**src/rtl/ddfs_sweep_ctrl.sv**
```systemverilog
// Frequency-sweep controller for a DDFS phase accumulator: fixed tone, single,
// sawtooth or triangle FCW sweeps with a per-frequency dwell count.
module ddfs_sweep_ctrl #(
    parameter int unsigned W  = 32,
    parameter int unsigned DW = 16
) (
    input  logic          clk,
    input  logic          rst,
    input  logic          cfg_valid,
    output logic          cfg_ready,
    input  logic [W-1:0]  cfg_fstart,
    input  logic [W-1:0]  cfg_fstop,
    input  logic [W-1:0]  cfg_fstep,
    input  logic [DW-1:0] cfg_dwell,
    input  logic [1:0]    cfg_mode,
    input  logic [W-1:0]  cfg_poff,
    input  logic          start,
    input  logic          stop,
    output logic [W-1:0]  pa_out,
    output logic          pa_valid,
    output logic [W-1:0]  fcw,
    output logic          busy,
    output logic          sweep_done
);

    localparam logic [1:0] MODE_FIXED  = 2'b00;
    localparam logic [1:0] MODE_SINGLE = 2'b01;
    localparam logic [1:0] MODE_SAW    = 2'b10;
    localparam logic [1:0] MODE_TRI    = 2'b11;

    typedef enum logic [1:0] {
        S_IDLE = 2'd0,
        S_RUN  = 2'd1,
        S_DONE = 2'd2
    } state_t;

    state_t          r_state;
    state_t          w_state_nxt;

    logic [W-1:0]    r_acc;
    logic [W-1:0]    r_fcw;
    logic [DW-1:0]   r_dwell_cnt;
    logic [W-1:0]    r_fstart;
    logic [W-1:0]    r_fstop;
    logic [W-1:0]    r_fstep;
    logic [W-1:0]    r_poff;
    logic [DW-1:0]   r_dwell;
    logic [1:0]      r_mode;
    // Direction: 0 = increasing FCW, 1 = decreasing. r_dir_cap is the configured sense.
    logic            r_dir_cap;
    logic            r_dir;

    logic            w_cfg_hs;
    logic            w_go;
    logic            w_step_evt;
    logic            w_at_stop;
    logic            w_at_start;
    logic            w_rev;
    logic            w_done_evt;
    logic [W-1:0]    w_fcw_step;
    logic            w_dir_step;

    // One clamped FCW step toward tgt, computed with a carry/borrow bit.
    function automatic logic [W-1:0] step_toward(
        input logic [W-1:0] cur,
        input logic [W-1:0] step,
        input logic [W-1:0] tgt,
        input logic         down
    );
        logic [W:0]   sum;
        logic [W-1:0] res;
        if (!down) begin
            sum = {1'b0, cur} + {1'b0, step};
            res = (sum[W] || (sum[W-1:0] > tgt)) ? tgt : sum[W-1:0];
        end else begin
            sum = {1'b0, cur} - {1'b0, step};
            res = (sum[W] || (sum[W-1:0] < tgt)) ? tgt : sum[W-1:0];
        end
        return res;
    endfunction

    assign w_cfg_hs   = cfg_valid && (r_state == S_IDLE);
    assign w_go       = (r_state == S_IDLE) && start && !stop;
    assign w_step_evt = (r_state == S_RUN) && (r_dwell_cnt == r_dwell);
    assign w_at_stop  = (r_fcw == r_fstop);
    assign w_at_start = (r_fcw == r_fstart);
    assign w_rev      = (r_dir != r_dir_cap);

    // FCW update applied at a step event.
    always_comb begin
        w_fcw_step = r_fcw;
        w_dir_step = r_dir;
        w_done_evt = 1'b0;
        case (r_mode)
            MODE_FIXED: begin
                w_fcw_step = r_fcw;
            end
            MODE_SINGLE: begin
                if (w_at_stop) w_done_evt = 1'b1;
                else           w_fcw_step = step_toward(r_fcw, r_fstep, r_fstop, r_dir);
            end
            MODE_SAW: begin
                if (w_at_stop) w_fcw_step = r_fstart;
                else           w_fcw_step = step_toward(r_fcw, r_fstep, r_fstop, r_dir);
            end
            MODE_TRI: begin
                if (w_at_stop) begin
                    w_dir_step = ~r_dir;
                    w_fcw_step = step_toward(r_fcw, r_fstep, r_fstart, ~r_dir);
                end else if (w_rev && w_at_start) begin
                    w_dir_step = r_dir_cap;
                    w_fcw_step = step_toward(r_fcw, r_fstep, r_fstop, r_dir_cap);
                end else begin
                    w_fcw_step = step_toward(r_fcw, r_fstep, w_rev ? r_fstart : r_fstop, r_dir);
                end
            end
            default: begin
                w_fcw_step = r_fcw;
            end
        endcase
    end

    // State register.
    always_ff @(posedge clk) begin
        if (rst) r_state <= S_IDLE;
        else     r_state <= w_state_nxt;
    end

    // Next-state logic; stop outranks every other transition out of RUN.
    always_comb begin
        w_state_nxt = r_state;
        case (r_state)
            S_IDLE: if (start && !stop) w_state_nxt = S_RUN;
            S_RUN: begin
                if (stop)                          w_state_nxt = S_IDLE;
                else if (w_step_evt && w_done_evt) w_state_nxt = S_DONE;
            end
            S_DONE:  w_state_nxt = S_IDLE;
            default: w_state_nxt = S_IDLE;
        endcase
    end

    // Output decode from the state register.
    always_comb begin
        cfg_ready  = 1'b0;
        busy       = 1'b0;
        pa_valid   = 1'b0;
        sweep_done = 1'b0;
        case (r_state)
            S_IDLE: cfg_ready = 1'b1;
            S_RUN: begin
                busy     = 1'b1;
                pa_valid = 1'b1;
            end
            S_DONE:  sweep_done = 1'b1;
            default: cfg_ready  = 1'b0;
        endcase
    end

    // Shadow config, accumulator, FCW and dwell counter.
    always_ff @(posedge clk) begin
        if (rst) begin
            r_acc       <= '0;
            r_fcw       <= '0;
            r_dwell_cnt <= '0;
            r_fstart    <= '0;
            r_fstop     <= '0;
            r_fstep     <= '0;
            r_poff      <= '0;
            r_dwell     <= '0;
            r_mode      <= '0;
            r_dir_cap   <= 1'b0;
            r_dir       <= 1'b0;
        end else begin
            if (w_cfg_hs) begin
                r_fstart  <= cfg_fstart;
                r_fstop   <= cfg_fstop;
                r_fstep   <= cfg_fstep;
                r_poff    <= cfg_poff;
                r_dwell   <= cfg_dwell;
                r_mode    <= cfg_mode;
                r_dir_cap <= (cfg_fstart > cfg_fstop);
            end
            if (w_go) begin
                r_acc       <= '0;
                r_dwell_cnt <= '0;
                r_fcw       <= w_cfg_hs ? cfg_fstart : r_fstart;
                r_dir       <= w_cfg_hs ? (cfg_fstart > cfg_fstop) : r_dir_cap;
            end else if ((r_state == S_RUN) && !stop) begin
                r_acc <= r_acc + r_fcw;
                if (w_step_evt) begin
                    r_dwell_cnt <= '0;
                    r_fcw       <= w_fcw_step;
                    r_dir       <= w_dir_step;
                end else begin
                    r_dwell_cnt <= r_dwell_cnt + DW'(1);
                end
            end
        end
    end

    assign pa_out = r_acc + r_poff;
    assign fcw    = r_fcw;

endmodule

```
**config.mk**
```make
export PLATFORM = sky130hd
export DESIGN_NAME = ddfs_sweep_ctrl
export DESIGN_NICKNAME = d
export VERILOG_FILES = /design/src/rtl/ddfs_sweep_ctrl.sv
export SDC_FILE = /design/constraint.sdc
export NUM_CORES = 2
export LEC_CHECK = 0
export ABC_AREA = 1
export BUFFER_PORTS_ARGS = -buffer_cell sky130_fd_sc_hd__buf_4
export CAP_MARGIN = 20
export CELL_PAD_IN_SITES_DETAIL_PLACEMENT = 1
export CELL_PAD_IN_SITES_GLOBAL_PLACEMENT = 1
export CORE_ASPECT_RATIO = 0.75
export CORE_MARGIN = 2
export CORE_UTILIZATION = 30
export CTS_CLUSTER_DIAMETER = 120
export DETAILED_ROUTE_END_ITERATION = 7
export GPL_TIMING_DRIVEN = 1
export PLACE_DENSITY = 0.7
export SLEW_MARGIN = 20
export SYNTH_ARGS = -nofsm -noshare
export SYNTH_HDL_FRONTEND = slang
export SYNTH_SLANG_ARGS = --single-unit
export TNS_END_PERCENT = 1
```
**constraint.sdc**
```tcl
create_clock -name clk -period 5.2 [get_ports clk]
set_clock_uncertainty 0.15 [all_clocks]
set_input_delay 1.04 -clock clk [delete_from_list [all_inputs] [get_ports clk]]
set_output_delay 1.04 -clock clk [all_outputs]
set_load 0.02 [all_outputs]
```
# Word level (Yosys, flattened, before mapping)

Index checks and enable logic that the tools add are counted.
W data, S select, Z words.

Add/sub/neg operators: 5
Magnitude comparators: 7
Equality and inequality tests: 13
Multiplexer cells: 37
Bitwise logic cells: 1
Reductions and logical operators: 25

Operators by type and width:

| cell                    | number |
|---|---|
| $mux W32                | 19 |
| $gt A32 B32 Y1          | 4 |
| $lt A32 B32 Y1          | 3 |
| $pmux W32 S3            | 1 |
| $add A32 B32 Y32        | 2 |
| $eq A32 B32 Y1          | 2 |
| $add A32 B32 Y33        | 1 |
| $sub A32 B32 Y33        | 1 |
| $add A16 B1 Y16 const B | 1 |
| $eq A16 B16 Y1          | 1 |
| $mux W16                | 1 |
| $mux W1                 | 12 |
| $logic_and A1 B1 Y1     | 8 |
| $reduce_and A4 Y1       | 2 |
| $eq A2 B2 Y1 const B    | 3 |
| $logic_or A1 B1 Y1      | 6 |
| $mux W2                 | 3 |
| $ne A3 B3 Y1 const B    | 2 |
| $reduce_bool A2 Y1      | 3 |
| $eq A2 B1 Y1 const B    | 2 |
| $logic_not A2 Y1        | 2 |
| $pmux W2 S2             | 1 |
| $reduce_bool A3 Y1      | 1 |
| $ne A2 B1 Y1 const B    | 1 |
| 6 further kinds         | 6 |

Flip-flop bits (word level): 230
Output and inout port bits: 68

# Depth between registers and ports, before layout

Word-level depth: 12
Mapped depth: 36
Gate-level depth less buffers: 35

# Least setup slack after synthesis

OpenSTA, ideal clock, no wires.

Path kind: register -> register
From: register r_fcw[2], in the netlist fcw[2]
To: register r_fcw[4], in the netlist fcw[4]
Setup time: 70 ps
Data arrival time: 4,321 ps
Required time: 4,980 ps
Setup slack: 659 ps
Stages on the path, launching flop included: 31
Cell sequence: dfxtp_1 -> ha_1 -> buf_4 -> a21oi_1 -> nand2_1 -> nand2_1 -> nand2_1 -> a21boi_1 -> o21ai_0 -> a21oi_1 -> o21bai_1 -> nand2_1 -> inv_1 -> nor2_1 -> nand2_1 -> nand2_1 -> inv_1 -> ha_1 -> a21oi_1 -> nor2_1 -> a211oi_1 -> o221ai_1 -> a21oi_1 -> nand2_1 -> nand2_4 -> clkbuf_1 -> o21ai_0 -> or2_1 -> o211ai_1 -> nand4_1 -> a21oi_1

Cells in the longest elaborated chain, start to end: 11

RTL lines:

| element                                                     | line   | text |
|---|---|---|
| from (decl)                                                 | 41     | `logic [W-1:0] r_fcw;` |
| from (signal assigned)                                      | 187    | `r_fcw <= w_cfg_hs ? cfg_fstart : r_fstart;` |
| from (signal assigned)                                      | 193    | `r_fcw <= w_fcw_step;` |
| $add A32 B32 Y33 / $sub A32 B32 Y33 (equally long branches) | 73, 76 |  |
| $gt A32 B32 Y1 / $lt A32 B32 Y1 (equally long branches)     | 74, 77 |  |
| $logic_or A1 B1 Y1 (on tied branches)                       | 74, 77 |  |
| $mux W32 (on tied branches)                                 | 74, 77 |  |
| $mux W32                                                    | 72     | `if (!down) begin` |
| $mux W32                                                    | 110    | `end else if (w_rev && w_at_start) begin` |
| $mux W32                                                    | 107    | `if (w_at_stop) begin` |
| $pmux W32 S3                                                | 94     | `case (r_mode)` |
| $mux W32                                                    | 191    | `if (w_step_evt) begin` |
| $mux W32                                                    | 189    | `end else if ((r_state == S_RUN) && !stop) begin` |
| $mux W32                                                    | 184    | `if (w_go) begin` |

Parallel ways exist; a longest one is shown, timed or not. The select of a mux whose other input is x is not followed.
A chain may end at the register's enable or synchronous reset.

# Worst setup path in the final report

From: register r_fcw[8], in the netlist fcw[8]
To: register r_fcw[13], in the netlist fcw[13]

The elaborated chain is that of the path after synthesis.

==> metrics.txt <==
hold-fix buffer count after cts 0; post-synthesis cell count 4,026; maximum vdd drop 0.000266 V; DP Area 31,500 µm²; slack of the critical path -0.000138 ns; status finished, violations left; Crit-path slowest cell dfxtp_4; Synth Area in Compound Gates 27.0%; cell area after synthesis 25,700 µm²; Non-Filler Instances 5,712; first-pass GRT wire length 184 mm; Layout area overhead 32.4%; Clk pin slew, worst setup/hold paths 0.06 ns; sequential share of the synthesized area 17.9%; Max-Cap Viols 0; leakage 16.2 nW; final setup fails 1; max-slew violation count 0; vias in the first global route 31,436; peak fanout along the critical path 4; total nets after synthesis 4,528; total track usage 26.7%; largest net degree at the start of global routing 97; CTS Root Cell clkbuf_16; CP Launch Type flip-flop; gr ovfl total 0; floorplan row count 92; GPL Wtd Cong 0.962; mean number of vias per cell 5.43; DRC errors left 0; Rel. slew slack 23.2%; failing checks negative setup slack; Simple-Gate Fraction of Synth Area 22.6%; largest family of logic cells by synthesized area compound AO/OA/AOI/OAI gates; Core Footprint 84,500 µm²; Inserted Clock Buffers 30; most frequent cells in the layout nand2_1, buf_4, inv_1; Yosys warning count 0; register bit total from synthesis 230; Post-synth top flop dfxtp_1; DP HPWL 96.1 mm; CTS tree yes; Post-Synth Adder-Cell Area 17.2%; clk_lat worst skew 0.64 ns; NumNets Final 5,061; area share of xor/xnor cells in the synthesized design 4.94%; Multi-input gate area 19,500 µm²; commonest non-fill, non-tap cell in the layout nand2_1; Hold Slack 0.323 ns; count of cell types in the netlist 56; Min-Delay Path Class reg -> reg; htree depth 1; async set-or-reset flop fraction in the synthesized netlist 0%; WS Path Type reg -> reg; Via Count 31,025; Filler cells 10,911; Die Span Y 258 µm; final hold vios 0; DP Worst Slack -0.430 ns; Longest Clk Path Bufs 3; initial antenna violation count 4; Sink Count 230; share of cells above drive strength 1 22.0%; placed cell count 5,619; Avg Cell Area, Syn 6.39 µm²; fin crit share 100%; post-route minimum period 5.20 ns; Seq. cell area 4650 µm²; CP Capture Type flip-flop; chip width 342 µm; Worst Path Required 5.58 ns; final instance area 34,000 µm²; Avg WL per Cell 21.6 µm; die area 88,100 µm²; Worst Path Arrival 5.58 ns; DRT Pass-1 Iters 5; Max Clk Rate 192 MHz; final WL 123 mm; Power per Cell Area 349 nW/µm²; critical path's largest stage delay 0.41 ns; # IOs 219; mux contribution to synthesized area 0.0389%; unrepaired setup endpoints after global routing true; worst slew pin tran 1.15 ns; Antenna Nets Post-Route 0; initial core utilization 30.4%; initial DRC count 2,493; Post-synth EDFFs 0; IO buf count 218
## through the flow
stage          util [%]  total power [W]  setup TNS [ns]
4_1_cts            38.9           0.0112          -0.140
5_1_grt            40.3           0.0127           -4.25
3_3_place_gp       37.3          0.00857           -5.90
2_1_floorplan         -          0.00578               0
6_report           40.3           0.0119       -0.000138
3_5_place_dp       37.3          0.00877           -9.28
## critical path: cells and delay by family (launching register included)
family | cells | cell delay [ns]
buf+inv | 14 | 1.69
simple gates | 14 | 1.37
compound gates | 7 | 0.91
xor+xnor | 1 | 0.15
flops | 1 | 0.41
fa+ha+maj | 2 | 0.40
## logic make-up after synthesis
kind of cell | Yosys count
XOR/XNOR | 145
AO/OA/AOI/OAI | 1237
AND/OR/NAND/NOR | 1381
buffers and inverters | 681
flip-flops | 230
multiplexers | 1
adder cells (fa/ha/maj) | 351
## final timing paths
kind / from / to / slack (ns) / cells past startpoint
setup / recovery: fcw[8]$_SDFFE_PP0P_ / fcw[13]$_SDFFE_PP0P_ / -0.0001 / 38
hold / removal: r_dwell[5]$_SDFFE_PP0P_ / r_dwell[5]$_SDFFE_PP0P_ / 0.32 / 2
setup reg to reg: fcw[8]$_SDFFE_PP0P_ / fcw[13]$_SDFFE_PP0P_ / -0.0001 / 38
hold reg to reg: r_dwell[5]$_SDFFE_PP0P_ / r_dwell[5]$_SDFFE_PP0P_ / 0.32 / 2
## metal layers
layer | vias up | GRT usage [%] | share of wire [%]
met5 | - | 0 | 0
met1 | 15016 | 36.1 | 45
met2 | 991 | 42.9 | 44
met3 | 219 | 4.11 | 7.0
li1 | 14799 | - | -
met4 | 0 | 9.20 | 3.8
## registers in the layout, summed over array words and instances (netlist names)
| name | flops |
|---|---|
| r_state | 2 |
| r_poff | 32 |
| r_dwell | 16 |
| r_fstep | 32 |
| r_dir_cap | 1 |
| r_acc | 32 |
| fcw | 32 |
| r_dir | 1 |
| r_fstart | 32 |
| r_fstop | 32 |
| r_dwell_cnt | 16 |
| r_mode | 2 |
## power breakdown
part           total, W  switching [W]  internal (W)
Sequential      0.00205       0.000156       0.00190
Combinational   0.00764        0.00455       0.00309
Clock           0.00219       0.000961       0.00123
## Yosys cell counts (5+ instances only)
cell type	n	area [µm²]
o2111ai_1	8	70.1
nand2_2	8	50.1
o22ai_1	51	319
nand3_1	154	771
nand4_1	64	400
buf_1	17	63.8
o21ai_1	100	500
a21oi_1	456	2280
nand3b_1	7	52.6
or2_1	17	106
or2_2	9	56.3
a31oi_1	14	87.6
o31ai_1	6	45.0
o21a_1	19	143
a21boi_0	7	52.6
buf_4	12	90.1
xor2_1	107	937
nor4_1	26	163
dfxtp_1	230	4600
a21o_1	10	75.1
o21bai_1	36	270
nand2_1	711	2670
xnor2_1	38	333
buf_2	37	185
inv_1	476	1790
o211ai_1	56	420
clkbuf_1	120	450
o21ai_0	388	1940
a211oi_1	42	315
nor3_1	32	160
a21boi_1	5	37.5
nor2_1	342	1280
inv_2	15	56.3
o221ai_1	21	184
ha_1	347	4340
## area by class of cell
| type | instances | area share (%) |
|---|---|---|
| tap | 1128 | 4.15 |
| sequential | 230 | 13.7 |
| multi-input combinational | 3116 | 57.4 |
| clock inverter | 10 | 0.276 |
| inverter | 493 | 5.46 |
| antenna | 4 | 0.0294 |
| timing repair buffer | 688 | 16.4 |
| clock buffer | 43 | 2.62 |
## what timing repair did
action,in CTS,in global routing
resized for setup,68,236
gates cloned,2,3
endpoints found under the setup margin,40,41
buffers inserted,6,28
pin swaps,12,88
Note: power is estimated with default switching activity, not from simulation.
